### src/rtl/prog_loader_pkg.sv
// Shared types and default sizes for the program loader.
package prog_loader_pkg;

  localparam int ADDR_W_DEF    = 12;
  localparam int MAX_WORDS_DEF = 4096;
  localparam int WORD_W        = 9;

  typedef logic [WORD_W-1:0] mc_word_t;

  typedef enum logic [2:0] {
    ST_IDLE    = 3'd0,
    ST_LOAD    = 3'd1,
    ST_RELEASE = 3'd2,
    ST_RUN     = 3'd3,
    ST_ERROR   = 3'd4
  } state_t;

endpackage

### src/rtl/prog_loader_sat_counter.sv
// Up-counter with synchronous clear that sticks at all-ones.
module sat_counter #(
  parameter int W = 16
) (
  input  logic         clk,
  input  logic         rst_n,
  input  logic         en,
  input  logic         clr,
  output logic [W-1:0] cnt
);

  always_ff @(posedge clk or negedge rst_n) begin
    if (!rst_n) begin
      cnt <= '0;
    end else if (clr) begin
      cnt <= '0;
    end else if (en && (cnt != '1)) begin
      cnt <= cnt + W'(1);
    end
  end

endmodule

### src/rtl/prog_loader.sv
// Streams a machine-code image into instruction memory, then releases the core
// from reset and times its run until core_done.
//
// state   | meaning
// IDLE    | core held in reset, waiting for start
// LOAD    | accepting words, one write per accepted word
// RELEASE | one cycle for the final write to land, core still in reset
// RUN     | core running, run_cycles counting
// ERROR   | image exceeded capacity, waiting for start
module prog_loader
  import prog_loader_pkg::*;
#(
  parameter int ADDR_W    = ADDR_W_DEF,
  parameter int MAX_WORDS = MAX_WORDS_DEF,
  parameter int CYC_W     = 16
) (
  input  logic              clk,
  input  logic              reset,
  input  logic              start,
  input  logic              in_valid,
  input  mc_word_t          in_data,
  input  logic              in_last,
  output logic              in_ready,
  input  logic              core_done,
  output logic              wr_en,
  output logic [ADDR_W-1:0] wr_addr,
  output mc_word_t          wr_data,
  output logic              core_reset,
  output logic              busy,
  output logic              run_done,
  output logic              overflow_err,
  output logic [ADDR_W:0]   word_count,
  output logic [CYC_W-1:0]  run_cycles
);

  localparam logic [ADDR_W-1:0] LAST_ADDR = ADDR_W'(MAX_WORDS - 1);

  state_t            state;
  state_t            state_nxt;
  logic [ADDR_W-1:0] ptr;
  logic              accept;
  logic              at_last_addr;
  logic              restart;
  logic              overflow;

  assign accept       = in_valid && in_ready;
  assign at_last_addr = (ptr == LAST_ADDR);
  assign restart      = start && ((state == ST_IDLE) || (state == ST_ERROR));
  assign overflow     = accept && !in_last && at_last_addr;

  always_ff @(posedge clk or negedge reset) begin
    if (!reset) begin
      state <= ST_IDLE;
    end else begin
      state <= state_nxt;
    end
  end

  always_comb begin
    state_nxt = state;
    case (state)
      ST_IDLE:    if (start) state_nxt = ST_LOAD;
      ST_LOAD: begin
        if (accept && in_last) begin
          state_nxt = ST_RELEASE;
        end else if (overflow) begin
          state_nxt = ST_ERROR;
        end
      end
      ST_RELEASE: state_nxt = ST_RUN;
      ST_RUN:     if (core_done) state_nxt = ST_IDLE;
      ST_ERROR:   if (start) state_nxt = ST_LOAD;
      default:    state_nxt = ST_IDLE;
    endcase
  end

  always_comb begin
    in_ready   = (state == ST_LOAD);
    core_reset = (state != ST_RUN);
    busy       = (state == ST_LOAD) || (state == ST_RELEASE) || (state == ST_RUN);
  end

  // The pointer parks on the last address instead of wrapping.
  always_ff @(posedge clk or negedge reset) begin
    if (!reset) begin
      ptr          <= '0;
      wr_en        <= 1'b0;
      wr_addr      <= '0;
      wr_data      <= '0;
      word_count   <= '0;
      run_done     <= 1'b0;
      overflow_err <= 1'b0;
    end else begin
      wr_en <= accept;
      if (accept) begin
        wr_addr    <= ptr;
        wr_data    <= in_data;
        word_count <= word_count + (ADDR_W+1)'(1);
        if (!at_last_addr) begin
          ptr <= ptr + ADDR_W'(1);
        end
      end
      if (overflow) begin
        overflow_err <= 1'b1;
      end
      if ((state == ST_RUN) && core_done) begin
        run_done <= 1'b1;
      end
      if (restart) begin
        ptr          <= '0;
        word_count   <= '0;
        run_done     <= 1'b0;
        overflow_err <= 1'b0;
      end
    end
  end

  sat_counter #(
    .W (CYC_W)
  ) u_run_cnt (
    .clk   (clk),
    .rst_n (reset),
    .en    (state == ST_RUN),
    .clr   (restart),
    .cnt   (run_cycles)
  );

endmodule

### config.mk
export PLATFORM = sky130hd
export DESIGN_NAME = prog_loader
export DESIGN_NICKNAME = d
export VERILOG_FILES = /design/src/rtl/prog_loader_pkg.sv /design/src/rtl/prog_loader_sat_counter.sv /design/src/rtl/prog_loader.sv
export SDC_FILE = /design/constraint.sdc
export NUM_CORES = 1
export LEC_CHECK = 0
export CORE_MARGIN = 8
export CORE_UTILIZATION = 40
export CTS_BUF_LIST = sky130_fd_sc_hd__clkbuf_8
export CTS_CLUSTER_SIZE = 28
export DETAILED_ROUTE_END_ITERATION = 7
export GPL_ROUTABILITY_DRIVEN = 0
export GPL_TIMING_DRIVEN = 0
export PLACE_DENSITY = 0.76
export SLEW_MARGIN = 20
export SYNTH_ARGS = -nofsm -noshare
export SYNTH_HDL_FRONTEND = slang
export SYNTH_SLANG_ARGS = --single-unit
### constraint.sdc
create_clock -name clk -period 2.05 [get_ports clk]
set_input_delay 0.205 -clock clk [delete_from_list [all_inputs] [get_ports clk]]
set_output_delay 0.205 -clock clk [all_outputs]
set_load 0.01 [all_outputs]
# Word-level counts from Yosys, hierarchy flattened

Index checks and enable logic that the tools add are counted.

Register bits: 68
Input bits: 15
Logic and storage cells: 58
Output and inout bits: 56

Add/subtract/negate cells: 3
Multiplexer cells: 16
Reductions and logical operators: 19
Eq/ne operators: 11

Operator list:

| kind                  | number |
|---|---|
| $mux 12               | 3 |
| $mux 16               | 2 |
| $mux 13               | 2 |
| $add 16x1->16 const B | 1 |
| $ne 16x16->1 const B  | 1 |
| $add 13x1->13 const B | 1 |
| $add 12x1->12 const B | 1 |
| $eq 12x12->1 const B  | 1 |
| $mux 3                | 4 |
| $pmux 3 s4            | 1 |
| $reduce_bool 2->1     | 4 |
| $logic_and 1x1->1     | 7 |
| $eq 3x2->1 const B    | 2 |
| $mux 1                | 4 |
| $ne 2x1->1 const B    | 2 |
| $eq 3x1->1 const B    | 1 |
| $eq 3x3->1 const B    | 1 |
| $logic_not 3->1       | 1 |
| $logic_or 1x1->1      | 3 |
| $ne 3x1->1 const B    | 1 |
| $ne 3x2->1 const B    | 1 |
| $reduce_and 3->1      | 1 |
| $ne 2x2->1 const B    | 1 |
| $reduce_and 2->1      | 1 |
| other kinds (2)       | 2 |

# Depth between registers and ports, before layout

Word-level depth: 7
Mapped depth: 7
Mapped depth without buffers: 5

# Modules after synthesis

A second synthesis with hierarchy kept.

Cells, all modules: 344
Area, all modules: 3273.1 µm²

By module, submodules not included:

| module      | times used | cells each | sequential area each (µm²) | area each (µm²) |
|---|---|---|---|---|
| prog_loader | 1          | 246        | 1301.2                     | 2331.0 |
| sat_counter | 1          | 98         | 400.4                      | 942.2 |

# Worst setup path before layout

Ideal clock, no wire load.

Path type: reg2reg
Start: register state[1]
End: register word_count[12]
Buffers on the path: 2
Period minus slack after synthesis: 1.819 ns
Setup slack: 0.231 ns
Library setup time: 0.078 ns
Stages on the path, launching flop included: 7
Required time: 1.972 ns
Data arrival time: 1.741 ns
Cell sequence: dfrtp_1 > buf_6 > nand4bb_4 > or4_1 > clkbuf_2 > or3_1 > a21oi_1

Cells in the longest elaborated chain, start to end: 4
Elaborated cells between the ends (all ways): 8
Those cells by class: eq/ne (2); mux (1); reduce/logical (5)

RTL lines:

| what                                          | line              | RTL |
|---|---|---|
| from (decl)                                   | prog_loader.sv:38 | `state_t state;` |
| from (signal assigned)                        | prog_loader.sv:55 | `state <= state_nxt;` |
| $eq 3x3->1 or $logic_not 3->1 (tied branches) | prog_loader.sv:48 | `assign restart = start && ((state == ST_IDLE) \|\| (state == ST_ERROR));` |
| $logic_or 1x1->1                              | prog_loader.sv:48 |  |
| $logic_and 1x1->1                             | prog_loader.sv:48 |  |
| $mux 13 or $reduce_bool 2->1 (tied branches)  | --                |  |
| to (signal assigned)                          | prog_loader.sv:98 | `word_count <= word_count + (ADDR_W+1)'(1);` |
| to (decl)                                     | prog_loader.sv:32 | `output logic [ADDR_W:0] word_count,` |

Several ways; a longest one is shown, not always the timed one.
A chain may end at the register's enable or synchronous reset.

# Final worst setup path

Start: register state[1]
End: output port in_ready

Cells in the longest elaborated chain, start to end: 1

RTL lines:

| what       | line              | RTL |
|---|---|---|
| $eq 3x1->1 | prog_loader.sv:78 | `in_ready = (state == ST_LOAD);` |
| to (decl)  | prog_loader.sv:23 | `output logic in_ready,` |

No other way between the ends.

==> metrics.md <==
| Metric | Value |
|---|---|
| Final slew viol count | `0` |
| Clock skew | `0.0121 ns` |
| Fillers | `approximately 700` |
| Setup ws final | `~0.11 ns` |
| Worst r2r dst | `word_count[9]$_DFFE_PN0P_` |
| Crit. End Element | `primary output` |
| Max FO, Critical Path | `9` |
| First-pass GRT wire length | `approximately 14,000 um` |
| # rows | `33` |
| Max cap viols | `0` |
| Critical path destination | `in_ready` |
| Vias in the first global route | `about 3,000` |
| Die height | `106 um` |
| Worst reg2reg path startpoint | `state[1]$_DFFE_PN0P_` |
| DP Worst Slack | `-0.556 ns` |
| CP Launch Type | `flip-flop` |
| CTS buffer count | `9` |
| Cell variety after synth | `43` |
| Fmax | `roughly 510 MHz` |
| Synth Net Count | `368` |
| Max-slew headroom | `0.575` |
| Prevailing post-synth register cell | `dfrtp_1` |
| Diode count | `0` |
| Pwr/cell area | `1010 mW/mm2` |
| Routed wire length | `between 8000 and 9000 um` |
| DRT Pass-1 Iters | `4` |
| Final min period | `roughly 1.9 ns` |
| Multi-input combinational cell area | `between 0.001 and 0.0015 mm2` |
| GR Overflow Total | `0` |
| Placed Area | `0.00413 mm2` |
| Total die area | `approximately 0.011 mm2` |
| Port Buf Inserts | `70` |
| Worst Path Required | `roughly 1.9 ns` |
| Critical Path AT | `roughly 1.7 ns` |
| DP HPWL | `between 5000 and 6000 um` |
| Design area | `between 0.004 and 0.005 mm2` |
| Core Util, Final | `0.552` |
| WS Path Type | `reg -> out` |
| Clk pin slew, worst setup/hold paths | `approximately 0.080 ns` |
| Clk buf depth | `2` |
| Register area | `about 0.0017 mm2` |
| Post-synthesis cell area | `between 0.003 and 0.004 mm2` |
| Vias/cell | `between 5 and 6` |
| Area Overhead vs Synth | `35.8%` |
| CTS tree | `yes` |
| Initial antenna violation count | `0` |
| Post-DRT Antenna Nets | `0` |
| Status | `finished, final reports clean` |
| Peak VDD IR | `0.000467 V` |
| Nets | `roughly 450` |
| Commonest non-fill, non-tap cell in the layout | `nand2_1` |
| IO Pins | `71` |
| Number of H-tree levels | `3` |
| Tot GR Track Use | `0.148` |
| Yosys warning count | `0` |
| Initial core utilization | `0.406` |
| Leak Pwr | `1.90 nW` |
| Average routed wire per standard cell | `about 15 um` |
| Sequential share of the synthesized area | `0.520` |
| Synth Area per Inst | `between 9 and 10 um2` |
| Vias | `between 2,000 and 3,000` |
| DR iter-0 viols | `approximately 170` |
| Fin. Hold Viols | `0` |
| Worst Hold Class | `in -> async` |
| Die W | `between 100 and 150 um` |
| Overall Power | `approximately 0.0045 W` |
| RSZ-0062 raised after global routing | `false` |
| Commonest non-fill, non-tap cells in the layout | `nand2_1 (85), clkdlybuf4s50_1 (68), dfrtp_1 (65)` |
| CTS Root Cell | `clkbuf_8` |
| Worst-Margin Slew | `0.628 ns` |
| Placeable Area | `~0.0081 mm2` |
| Final hold slack | `just over 0.3 ns` |
| Worst Setup SP | `state[1]$_DFFE_PN0P_` |
| Clock Sinks | `68` |
| Largest net degree at the start of global routing | `45` |
| Reg2Reg Depth | `6` |
| Tcrit/Tclk final | `0.948` |
| Final setup vio count | `0` |
| Worst-Skew Late Latency | `0.34 ns` |
| # DRC | `0` |
| Synth Register Bits | `between 60 and 70` |
| Layout cells sized above 1 | `0.102` |
| Synth Instances | `350` |
| Post-synthesis async set-or-reset flop share | `1.00` |
| Post-synth EDFFs | `0` |
| Worst reg2reg setup slack | `0.11 ns` |
[worst min-delay path by stage]
stage / start / end / slack (ns) / cells past startpoint
final: reset / wr_data[2]$_DFFE_PN0N_ / 0.31 / 2
after global routing: reset / wr_data[2]$_DFFE_PN0N_ / 0.35 / 2
after CTS: reset / wr_data[3]$_DFFE_PN0N_ / 0.31 / 2
after detailed placement: reset / wr_data[4]$_DFFE_PN0N_ / 0.13 / 1
after global placement: wr_data[3]$_DFFE_PN0N_ / wr_data[3]$_DFFE_PN0N_ / 0.46 / 2
after floorplan: reset / overflow_err$_DFFE_PN0P_ / -0.09 / 0
[sequential cells by signal (all words and copies together) (netlist names)]
signal / count
state: 3
u_run_cnt.cnt: 16
run_done: 1
wr_en: 1
ptr: 12
overflow_err: 1
word_count: 13
wr_data: 9
wr_addr: 12
[metal layers]
metal,vias up,global-route usage,part of all wire
li1,1434,-,-
met1,1449,0.177,0.43
met2,83,0.248,0.49
met3,16,0.0333,0.058
met4,0,0.0714,0.020
met5,-,0,0
[kinds of logic (layout without fill, tap and decap cells)]
logic type               count (synthesis)  after routing  share of synthesized area
flip-flops                              68             68                      0.520
AND/OR/NAND/NOR                        176            176                      0.270
adder cells (fa/ha/maj)                  3              3                     0.0115
XOR/XNOR                                 5              5                     0.0134
buffers and inverters                   26            117                     0.0348
AO/OA/AOI/OAI                           65             65                      0.129
multiplexers                             7              7                     0.0214
[through the flow]
step | instances | TNS, ns
floorplan | 350 | 0
global placement | 525 | -112.54
detailed placement | 526 | -11.93
CTS | 543 | 0
global route | 546 | 0
finish | 546 | 0
[critical path, stage by stage (launching register included)]
cell and delay, ns:
dfrtp_1 0.37, buf_6 0.13, nor3b_1 0.29, clkdlybuf4s50_1 0.60
[report_power, final]
group | switching, W | internal, W | total (W)
Clock | 0.000513 | 0.000841 | 0.00135
Sequential | 0.000206 | 0.00157 | 0.00177
Combinational | 0.000711 | 0.000647 | 0.00136
Total | 0.00143 | 0.00305 | 0.00448
[synth_stat cells (5+ instances only)]
library cell	number	area, um2
nand2_1	85	319
dfrtp_1	68	1700
a21oi_1	20	100
nor2_1	17	63.8
nand3_1	16	80.1
nand4_1	15	93.8
o21ai_0	13	65.1
o31ai_1	12	90.1
inv_1	11	41.3
clkbuf_1	9	33.8
or3_1	8	50.1
or4_1	8	60.1
mux2i_1	7	70.1
o211ai_1	5	37.5
[layout make-up]
| class | count | share of cell area |
|---|---|---|
| Inverter | 11 | 0.00929 |
| Multi-Input combinational cell | 256 | 0.332 |
| Timing Repair Buffer | 75 | 0.171 |
| Buffer | 15 | 0.0177 |
| Tap cell | 105 | 0.0296 |
| Clock buffer | 10 | 0.0310 |
| Clock inverter | 6 | 0.0251 |
| Sequential cell | 68 | 0.384 |
[what timing repair did]
item,CTS,global route
gates resized for setup,2,13
pin swaps,0,2
setup buffers,0,3
hold buffers,1,0
endpoints found under the setup margin,20,42
hold endpoints to repair,24,0
Note: power is estimated with default switching activity, not from simulation.
